==> src/rtl/uart_xfifo.sv <==
// Parametrised single-clock FIFO for the UART TX/RX data paths: show-ahead read,
// registered occupancy flags, sticky overflow/underflow and a synchronous flush.
module uart_xfifo #(
  parameter int DWIDTH   = 8,
  parameter int AWIDTH   = 4,
  parameter int AF_LEVEL = 12,
  parameter int AE_LEVEL = 2
) (
  input  logic              clk,
  input  logic              rst,
  input  logic              flush,
  input  logic              clr_err,
  input  logic              wr,
  input  logic [DWIDTH-1:0] w_data,
  input  logic              rd,
  output logic [DWIDTH-1:0] r_data,
  output logic              empty,
  output logic              full,
  output logic              almost_empty,
  output logic              almost_full,
  output logic [AWIDTH:0]   count,
  output logic              overflow,
  output logic              underflow
);

  localparam int DEPTH = 1 << AWIDTH;

  logic [DWIDTH-1:0] mem [DEPTH];
  logic [AWIDTH-1:0] wptr;
  logic [AWIDTH-1:0] rptr;
  logic              we;
  logic              re;
  logic              ovf_evt;
  logic              unf_evt;
  logic [AWIDTH:0]   count_next;

  // Flush discards both requests in its cycle, so neither can raise an error.
  assign we      = wr & ~full  & ~flush;
  assign re      = rd & ~empty & ~flush;
  assign ovf_evt = wr & full  & ~flush;
  assign unf_evt = rd & empty & ~flush;

  always_comb begin
    count_next = count;
    if (flush) count_next = '0;
    else       count_next = count + {{AWIDTH{1'b0}}, we} - {{AWIDTH{1'b0}}, re};
  end

  // NOTE: the storage array has no reset; its contents are only observable once
  // a write has made the FIFO non-empty, and leaving it out lets it map to RAM.
  always_ff @(posedge clk) begin
    if (we) mem[wptr] <= w_data;
  end

  assign r_data = mem[rptr];

  // NOTE: every register here uses <= so all of them see the same pre-edge state.
  always_ff @(posedge clk or posedge rst) begin
    if (rst) begin
      wptr         <= '0;
      rptr         <= '0;
      count        <= '0;
      empty        <= 1'b1;
      full         <= 1'b0;
      almost_empty <= 1'b1;
      almost_full  <= 1'b0;
      overflow     <= 1'b0;
      underflow    <= 1'b0;
    end else begin
      if (flush) begin
        wptr <= '0;
        rptr <= '0;
      end else begin
        if (we) wptr <= wptr + 1'b1;
        if (re) rptr <= rptr + 1'b1;
      end
      count        <= count_next;
      empty        <= (count_next == '0);
      full         <= (count_next == (AWIDTH+1)'(DEPTH));
      almost_empty <= (count_next <= (AWIDTH+1)'(AE_LEVEL));
      almost_full  <= (count_next >= (AWIDTH+1)'(AF_LEVEL));
      // A new error event in the same cycle as clr_err leaves the flag set.
      overflow     <= (overflow  & ~clr_err) | ovf_evt;
      underflow    <= (underflow & ~clr_err) | unf_evt;
    end
  end

endmodule
==> config.mk <==
export PLATFORM = sky130hd
export DESIGN_NAME = uart_xfifo
export DESIGN_NICKNAME = d
export VERILOG_FILES = /design/src/rtl/uart_xfifo.sv
export SDC_FILE = /design/constraint.sdc
export NUM_CORES = 1
export LEC_CHECK = 0
export ABC_CLOCK_PERIOD_IN_PS = 3400
export BUFFER_PORTS_ARGS = -buffer_cell sky130_fd_sc_hd__buf_2
export CAP_MARGIN = 30
export CORE_MARGIN = 1
export CORE_UTILIZATION = 60
export DETAILED_ROUTE_END_ITERATION = 10
export GPL_TIMING_DRIVEN = 0
export PLACE_DENSITY = 0.79
export SLEW_MARGIN = 0
export SYNTH_ARGS = -nofsm -noshare
export SYNTH_HDL_FRONTEND = slang
export SYNTH_SLANG_ARGS = --single-unit
==> constraint.sdc <==
create_clock -name clk -period 3.4 [get_ports clk]
set_clock_uncertainty 0.2 [all_clocks]
set_input_delay 0.51 -clock clk [delete_from_list [all_inputs] [get_ports clk]]
set_output_delay 0.51 -clock clk [all_outputs]
set_load 0.05 [all_outputs]
After elaboration in Yosys (flattened, before gate mapping)
Memory sizes are Yosys's and may differ from the RTL's. Index checks and enable logic that the tools add are counted.

Logic and storage cells: 43. Memories kept: 1. Input bits: 14. Memory bits (writable): 128. Register bits after elaboration: 19. Output and inout port bits: 19.

Equal/unequal tests: 1. $add $sub $neg: 4. Mux-type cells: 7. Bitwise gates (word level): 16. Reduce and logical (&&, ||, !) cells: 3. Magnitude comparators: 2.

Memory list: mem (depth 16, width 8, read ports 1, clocked after memory_dff 0, wr ports 1, RTL line 28) `logic [DWIDTH-1:0] mem [DEPTH];`.

Operator list (count): 2-to-1 mux 4 bit (4); bitwise AND 1 bit (10); adder 4 x 1 -> 4 bit, second input constant (2); adder 5 x 1 -> 5 bit (1); equality test 5 bit, second input constant (1); greater-or-equal comparator 5 x 4 -> 1 bit, second input constant (1); <= comparator 5 x 2 -> 1 bit, second input constant (1); logical NOT 5 bit (1); 2-to-1 mux 5 bit (1); subtractor 5 x 1 -> 5 bit (1); NOT 1 bit (4); nonzero test 2 bit (2); 2-to-1 mux 1 bit (2); bitwise OR 1 bit (2).

Logic depth before layout (Yosys ltp)
Word-level depth: 7. Mapped depth: 11. Gate-level depth less buffers: 10.

Worst setup path after synthesis
No wires, ideal clock.

Kind: register to register. From: register full. To: register full. Setup time: 105 ps. Clock period less this slack: 2960 ps. Slack: 440 ps. Required time: 3095 ps. Buffers on the path: 1. Data arrival time: 2655 ps. Cell stages (with the launch flop): 12. Cell sequence: dfrtp_1 nor2b_1 clkbuf_1 nand2b_1 ha_1 inv_1 ha_1 fa_1 a21o_1 a21oi_1 xnor2_1 nor4b_1.

Word-level cells in the longest chain between the ends: 7.

Ends and longest elaborated chain: from (decl) (RTL line 18) `output logic full,`; from (signal assigned) (RTL line 79) `full <= (count_next == (AWIDTH+1)'(DEPTH));`; NOT 1 bit (RTL line 38) `assign we = wr & ~full & ~flush;`; bitwise AND 1 bit (2 in a row) (RTL line 38); adder 5 x 1 -> 5 bit (RTL line 46) `else count_next = count + {{AWIDTH{1'b0}}, we} - {{AWIDTH{1'b0}}, re};`; subtractor 5 x 1 -> 5 bit (RTL line 46); 2-to-1 mux 5 bit (RTL line 45) `if (flush) count_next = '0;`; equality test 5 bit (RTL line 79).

No other way between the ends. A chain may end at the register's enable or synchronous reset.

Worst setup path in the final report
From: register rptr[0]. To: output r_data[6].

Word-level cells in the longest chain between the ends: 1.

Ends and longest elaborated chain: from (decl) (RTL line 30) `logic [AWIDTH-1:0] rptr;`; from (signal assigned) (RTL line 75) `if (re) rptr <= rptr + 1'b1;`; memory (16 x 8 bit); to (decl) (RTL line 16) `output logic [DWIDTH-1:0] r_data,`.

No other way between the ends.

==> impl_results.md <==
- Crit path DAT: 2580 ps
- Net count, final: around 390
- Fmax: 304 MHz
- Vias in the first global route: 2917
- Max clock buf depth: 2
- First-pass GRT wire length: between 15 and 20 mm
- Post-synth top area share: 0.636
- Crit path max fanout: 10
- Largest family of logic cells by synthesized area: multiplexers
- Post-route DRC: 0
- Sequential standard cell area: ~0.0043 sq mm
- Min cycle time layout: 3290 ps
- Top sig layer: met4
- Startpoint Class: flop
- Hold_buf cts: 2
- Slew HR: 0.402
- Initial core utilization: 0.618
- R2R cell count: 11
- Max_cap viols: 0
- Hold path cells: 3
- DR WL met3: ~740 um
- Run status: finished clean
- Cell with the most instances after synthesis: edfxtp_1
- I/O Pins: 33
- WL met1: 4.92 mm
- Worst slew pin tran: around 890 ps
- Critical path type: reg2out
- Mapped Nets: 328
- Yosys cell types: 35
- Adder-cell share of the synthesized area: 0.0240
- ANT nets after route: 0
- Filler cell count: between 500 and 600
- Setup crit start: rptr[0]
- Setup TNS: 0 ps
- Critical Path RT: ~2700 ps
- H-tree depth: 4
- Most area-consuming cells after synthesis: edfxtp_1, mux4_1, mux4_2, dfrtp_1, ha_1
- Post-CTS Setup Inserts: 0
- CTS tree: yes
- YS warnings: 0
- Compound-Gate Fraction of Synth Area: 0.0106
- Post-Syn Area: 0.00604 sq mm
- R2r startpoint: full
- Max rail drop VDD: 0.541 mV
- Final WL: 11.4 mm
- Sequential share of the synthesized area: 0.716
- Clk_lat worst skew: 530 ps
- Asr flop ratio synth: 0.129
- Most frequent cells after synthesis: edfxtp_1, nor2_1, mux4_2, mux4_1, dfrtp_1
- Num CTS Buffers: 17
- Layout cells sized above 1: 0.273
- DR pass1 iterations: 4
- Resized cells post-CTS: 0
- Number of synthesized flops with an enable pin: 128
- FF+latch count, synth: between 100 and 150
- Area occupied by multi-input gates: roughly 0.0015 sq mm
- Drt initial violations: 190
- Area leader, netlist: edfxtp_1
- Pwr per Cell Area: 730 mW/mm^2
- GRT Total Usage: 0.245
- # rows: 36
- Reg2reg end: full
- Final Hold Vio Count: 0
- Final Setup Violations: 0
- Core area: 0.00977 sq mm
- DP Cell Count: ~470
- DR vias/cell: 5.98
- Clock sink total: 147
- Pin count of the biggest net entering global routing: 20
- Mean Syn Cell Area: around 20 sq um
- Unrepaired setup endpoints after global routing: no
- HPWL after DPL: 7.01 mm
- Routed vias: ~3000
- Reg-to-reg slack, setup: 430 ps
- Full die area: 0.0105 sq mm
- Leakage: 2.45 nW
- Top FF cell, synth: edfxtp_1
- Pins Over Slew Limit: 0
- Die Width: 102 um
- Fin crit share: 0.967
- Remaining Overflow, GRT: 0
- Xor and xnor area share after synthesis: 0.0131
- Initial antenna violation count: 0
- DR WL met2: approximately 5.5 mm
- ANT cells: 0
- Root Driver: clkbuf_8
- Clock slew at reported path FFs: 60 ps
- PortBufs: 32
- Hold Path Origin: rd
- Die Y: slightly above 100 um
- Area grow syn2layout: 15.8%
- Non-filler cells, final: roughly 500
- Total chip power: between 5 and 6 mW
- Post-synthesis simple-gate area fraction: 0.0456
- Min-delay worst type: in2reg
- Post-Synthesis Cells: a little over 300
- DR WL/cell: 22.5 um
- Gpl congestion: 0.731
- Hold endpoint: underflow
- Mux cell area share after synthesis: 0.163
- CP Capture Type: output pin
- Hold slack final: 49.3 ps
## cell usage in the layout (no fill, tap or decap), drive strengths merged, types with 2 or more instances in the layout
cell type and count:
mux4 40, clkinv 2, nor2b 6, dfstp 2, or3 2, xor2 5
a41o 2, xnor2 4, dlygate4sd3 2, a21oi 5, inv 19, ha 10
edfxtp 128, buf 45, nor2 28, dfrtp 17, clkbuf 23, or2 2
nand4 2, nor3b 2, nand2 11, clkinvlp 3, bufinv 2
## where the power goes
group          internal [mW]  switching (mW)  leakage (nW)
logic                  0.442           0.719         0.775
clock network           1.06           0.767         0.277
registers               2.06          0.0482          1.40
## metal layers
| metal | track usage | vias up |
|---|---|---|
| met3 | 0.0616 | 16 |
| met2 | 0.371 | 125 |
| li1 | - | 1328 |
| met5 | 0 | - |
| met1 | 0.345 | 1557 |
| met4 | 0.103 | 0 |
## registers in the layout (all words and copies together) (netlist names)
| name | flops |
|---|---|
| almost_empty | 1 |
| rptr | 4 |
| wptr | 4 |
| count | 5 |
| almost_full | 1 |
| empty | 1 |
| mem | 128 |
| full | 1 |
| underflow | 1 |
| overflow | 1 |
## worst max-delay path by stage
| stage | slack [ps] | cells after the start | end |
|---|---|---|---|
| finish | 110 | 5 | r_data[6] |
| floorplan | 440 | 11 | full |
| CTS | 110 | 5 | r_data[2] |
| global placement | 200 | 11 | full |
| detailed placement | 230 | 11 | full |
| global route | 20 | 5 | r_data[7] |
## cell families after synthesis
| group | count (synthesis) |
|---|---|
| compound gates | 10 |
| buf+inv | 26 |
| mux | 41 |
| flops | 147 |
| fa+ha+maj | 11 |
| simple gates | 59 |
| xor+xnor | 9 |
## metrics by stage
| step | instance area [sq um] | setup slack [ps] | util |
|---|---|---|---|
| finish | 6990 | 111 | 0.715 |
| global route | 6990 | 22.3 | 0.715 |
| CTS | 6990 | 109 | 0.715 |
| detailed placement | 6380 | 230 | 0.653 |
| global placement | 6370 | 204 | 0.651 |
| floorplan | 6040 | 440 | - |
## critical path: stages, from the launching register on
cell     delay [ps]
dfrtp_1         370
buf_6           170
buf_8           180
mux4_1          630
mux4_2          470
buf_2           220
## area by class of cell
class,count,share of cell area
Tap cell,133,0.0238
Clock inverter,15,0.0240
Timing Repair Buffer,38,0.0293
Inverter,11,0.00590
Clock buffer,17,0.0592
Sequential cell,147,0.618
Multi-Input combinational cell,130,0.221
Buffer,15,0.0188
(Power assumes the default switching activity.)
